<file path="config.mk">
export PLATFORM = sky130hd
export DESIGN_NAME = codeword_serializer
export DESIGN_NICKNAME = d
export VERILOG_FILES = /design/src/rtl/codeword_serializer.sv
export SDC_FILE = /design/constraint.sdc
export NUM_CORES = 1
export LEC_CHECK = 0
export ABC_AREA = 1
export CAP_MARGIN = 5
export CORE_UTILIZATION = 45
export CTS_BUF_LIST = sky130_fd_sc_hd__clkbuf_8 sky130_fd_sc_hd__clkbuf_16
export DETAILED_ROUTE_END_ITERATION = 12
export GPL_TIMING_DRIVEN = 0
export PLACE_DENSITY = 0.75
export SETUP_SLACK_MARGIN = 0.5
export SLEW_MARGIN = 10
export SYNTH_ARGS = -nofsm -noshare
export SYNTH_HDL_FRONTEND = slang
export SYNTH_SLANG_ARGS = --single-unit
</file>
<file path="constraint.sdc">
create_clock -name clk -period 1.25 [get_ports clk]
set_input_delay 0.125 -clock clk [delete_from_list [all_inputs] [get_ports clk]]
set_output_delay 0.125 -clock clk [all_outputs]
set_load 0.02 [all_outputs]
</file>
<file path="src/rtl/codeword_serializer.sv">
// Parallel-to-serial framer: takes one N-bit codeword per handshake and emits it one bit per beat with sof/eof marks.
// Define SER_SKID_EN to add a one-word hold register so frames can go out back-to-back.
module codeword_serializer #(
    parameter int N         = 6,
    parameter bit MSB_FIRST = 1'b1
) (
    input  logic         clk,
    input  logic         rst,
    input  logic [N-1:0] codeword,
    input  logic         cw_valid,
    output logic         cw_ready,
    input  logic         ser_ready,
    output logic         ser_valid,
    output logic         ser_bit,
    output logic         ser_sof,
    output logic         ser_eof,
    output logic         busy
);
    localparam int CW = (N > 1) ? $clog2(N) : 1;
    localparam logic [CW-1:0] LAST = CW'(N - 1);

    typedef enum logic {IDLE, SHIFT} state_t;

    state_t        state, state_nxt;
    logic [N-1:0]  sr, sr_nxt;
    logic [CW-1:0] cnt, cnt_nxt;
    logic          in_hs, out_hs, last;

    assign in_hs     = cw_valid & cw_ready;
    assign out_hs    = ser_valid & ser_ready;
    assign last      = (cnt == LAST);
    assign busy      = (state != IDLE);
    assign ser_valid = (state == SHIFT);
    assign ser_bit   = ser_valid & (MSB_FIRST ? sr[N-1] : sr[0]);
    assign ser_sof   = ser_valid & (cnt == '0);
    assign ser_eof   = ser_valid & last;

`ifdef SER_SKID_EN
    logic [N-1:0] hold, hold_nxt;
    logic         hold_full, hold_full_nxt;

    // While shifting, the single hold slot decides whether another word fits.
    assign cw_ready = (state == IDLE) | !hold_full;

    always_ff @(posedge clk or posedge rst) begin
        if (rst) begin
            hold      <= '0;
            hold_full <= 1'b0;
        end else begin
            hold      <= hold_nxt;
            hold_full <= hold_full_nxt;
        end
    end
`else
    assign cw_ready = (state == IDLE);
`endif

    always_comb begin
        state_nxt = state;
        sr_nxt    = sr;
        cnt_nxt   = cnt;
`ifdef SER_SKID_EN
        hold_nxt      = hold;
        hold_full_nxt = hold_full;
`endif
        case (state)
            IDLE: begin
                if (in_hs) begin
                    sr_nxt    = codeword;
                    cnt_nxt   = '0;
                    state_nxt = SHIFT;
                end
            end
            SHIFT: begin
                if (out_hs && !last) begin
                    sr_nxt  = MSB_FIRST ? (sr << 1) : (sr >> 1);
                    cnt_nxt = cnt + CW'(1);
                end else if (out_hs) begin
`ifdef SER_SKID_EN
                    // Queued word first; otherwise a word arriving on the eof beat bypasses the hold slot.
                    if (hold_full) begin
                        sr_nxt        = hold;
                        cnt_nxt       = '0;
                        hold_full_nxt = 1'b0;
                    end else if (in_hs) begin
                        sr_nxt  = codeword;
                        cnt_nxt = '0;
                    end else begin
                        state_nxt = IDLE;
                    end
`else
                    state_nxt = IDLE;
`endif
                end
`ifdef SER_SKID_EN
                if (in_hs && !(out_hs && last)) begin
                    hold_nxt      = codeword;
                    hold_full_nxt = 1'b1;
                end
`endif
            end
            default: state_nxt = IDLE;
        endcase
    end

    always_ff @(posedge clk or posedge rst) begin
        if (rst) begin
            state <= IDLE;
            sr    <= '0;
            cnt   <= '0;
        end else begin
            state <= state_nxt;
            sr    <= sr_nxt;
            cnt   <= cnt_nxt;
        end
    end

endmodule
</file>
==> flow_metrics.py, run 1 <==
metrics = {
    "outcome": {
        "outcome": "complete, but fails checks",
        "violations": "setup timing",
    },
    "layout": {
        "final_common_cell": "nand2_1",
        "area_growth_syn_to_layout_pct": 78.5,
        "final_core_util_pct": 91.6,
        "diodes": 0,
        "multi_input_area_um2": 414,
        "final_area_mm2": 0.00107,
        "nets": 127,
        "regArea_um2": 251,
        "drive_above_1_share_pct": 46.0,
        "final_cell_mix": "28 x nand2_1, 12 x buf_6, 9 x nand2_2, 9 x dfrtp_1, 9 x clkdlybuf4s50_1",
        "fillCellCount": 47,
    },
    "power_and_ir_drop": {
        "ir_drop_mv": 1.53,
        "power_density_mw_per_mm2": 2540,
        "p_leak_uw": 0.000567,
    },
    "setup_path": {
        "cp.arrival_ns": 1.20,
        "cp.required_ns": 1.12,
        "critPathMaxFanout": 2,
        "reg2reg_depth": 8,
        "r2r_start": "cnt[1]",
        "endpoint_kind": "output pin",
        "critPathKind": "register to output pin",
        "worstSetupStartpointType": "register",
        "startpoint": "cnt[1]",
        "reg2reg_setup_slack_ns": -0.07,
    },
    "grt": {
        "grt_overflow": 0,
        "grt_use_total_pct": 27.4,
        "grt_max_degree": 11,
        "grt_pass1_wl_um": 2660,
        "grt_antenna_before_repair": 0,
        "grt_pass1_vias": 595,
    },
    "yosys": {
        "synthAdderAreaFrac_pct": 6.25,
        "synth.avg_cell_area_um2": 7.32,
        "synth_compound_area_share_pct": 0.833,
        "synth_cell_types": 13,
        "synth.net_count": 95,
        "synth_area_leader_cell": "dfrtp_1",
        "muxShareOfSynthArea_pct": 0,
        "ys_seq_elements": 10,
        "synthTopCellsByArea": "dfrtp_1 42%, nand2_1 24%, nand3_1 8.3%",
        "seq_area_frac_synth_pct": 41.7,
        "synth_top_family_by_area": "simple AND/OR/NAND/NOR gates",
        "synth_xor_area_share_pct": 0,
        "syn-instance-count": 82,
        "ys_warn_count": 0,
        "synth_top_area_share_pct": 41.7,
        "synthSimpleGateAreaFrac_pct": 42.5,
        "synth_area_um2": 601,
    },
    "clock_tree": {
        "cts_tree": "yes",
        "htree_levels": 1,
        "clock_sinks": 10,
        "clock_path_buffers": 2,
        "clk_latency_ns": 0.24,
        "cts.hold.buffers_added": 0,
        "cts.clk_slew.worst_paths_ns": 0.05,
        "cts_buffers": 3,
        "root_buffer": "clkbuf_8",
    },
    "drt": {
        "routed_via_density": 5.42,
        "vias": 688,
        "dr.pass1.iters": 4,
        "drt.antenna.violating_nets": 0,
        "wl_um": 2220,
        "dr.first_iter.drc_count": 12,
        "route.detailed.drc": 0,
        "post_drt_wl_per_cell_um": 17.4,
    },
    "place": {
        "place_congestion": 0.669,
        "dp_hpwl_um": 840,
        "place_area_um2": 787,
        "io_buffer_count": 15,
        "post-place-ws_ns": -0.271,
    },
    "min_path": {
        "hold_path_class": "input port to async pin",
    },
    "floorplanning": {
        "die_h_um": 38.5,
        "rows": 12,
        "die_x_um": 38.5,
        "initial_core_util_pct": 51.3,
        "ios": 16,
        "core_area_mm2": 0.00117,
        "dieArea_mm2": 0.00148,
    },
    "sta": {
        "grt_setup_unrepaired": "yes",
        "drv_slew": 0,
        "worstMarginPinSlew_ns": 0.398,
        "fmax_mhz": 754,
        "slew_headroom_pct": 73.4,
        "clock_skew_ns": 0.00413,
        "finalSetupViolations": 9,
        "setup_slack_ns": -0.0765,
        "fin_crit_ns": 1.33,
        "hold_viol": 0,
        "fin_crit_sh_pct": 106,
    },
    "run": {
        "maxCapViolations": 0,
    },
}
flip-flops by register name (all words and copies together) (netlist names):
register	cells
cnt	3
sr	6
busy	1
what timing repair did:
item                                    in CTS  in global routing
pin swaps                                    5                  6
gates cloned                                 1                  0
resized for setup                           47                 21
setup buffers                               10                  1
endpoints found under the setup margin      16                 16
through the flow:
step	hold WS (ns)	power [µW]	setup TNS (ns)	instances
after global placement	0.431	1600	-0.619	111
final	0.173	2730	-0.325	127
after CTS	0.189	2350	-0.0181	126
after detailed placement	0.438	1630	-0.664	111
after global routing	0.205	2850	-0.650	127
after floorplan	-0.0349	1300	0	82
final cells by class:
class                           instances  area share [%]
Clock buffer                            3            3.85
Clock inverter                          1           0.350
Timing Repair Buffer                   26            25.3
Tap cell                               14            1.63
Buffer                                  3            3.15
Inverter                                7            3.62
Multi-Input combinational cell         63            38.6
Sequential cell                        10            23.5
report_power, final:
group / total [µW] / switching [µW] / leakage, µW / internal (µW)
logic: 1800 / 996 / 0.000413 / 802
clock network: 340 / 125 / 0.0000269 / 215
registers: 589 / 128 / 0.000126 / 461
total: 2730 / 1250 / 0.000567 / 1480
cells in the mapped netlist:
cell / count
nand2_1: 38
dfrtp_1: 10
nand3_1: 10
nor2_1: 6
inv_1: 5
ha_1: 3
nand2_4: 3
buf_4: 2
buf_6: 1
clkinv_1: 1
inv_2: 1
nand2_2: 1
o21ai_0: 1
final timing paths:
path / to
worst max-delay path: ser_sof
worst min-delay path: sr[4]
worst max register to register: cnt[2]
worst min register to register: sr[3]
max in group asynchronous: busy
min in group clk: sr[0]
cell families after synthesis:
family                   after synthesis
AND/OR/NAND/NOR                       58
buffers and inverters                 10
flip-flops                            10
adder cells (fa/ha/maj)                3
AO/OA/AOI/OAI                          1
routing by layer:
metal	track usage (%)	up-vias	share of wire (%)
li1	-	315	-
met1	31.1	331	38
met2	45.0	32	54
met5	0	-	0
met3	6.40	10	4.2
met4	18.1	0	3.3
worst max-delay path, cell delays in order, from the launching register on:
cell     delay [ns]
dfrtp_1        0.40
inv_2          0.10
ha_1           0.16
nand2_1        0.07
nor2_2         0.11
buf_6          0.13
Note: power is estimated with default switching activity, not from simulation.
==> run 2: changes to the inputs <==
Settings changed: SLEW_MARGIN 10 to 20.
==> results of run 2 <==
The final DEF is identical to that of run 1; final timing and power are the same.
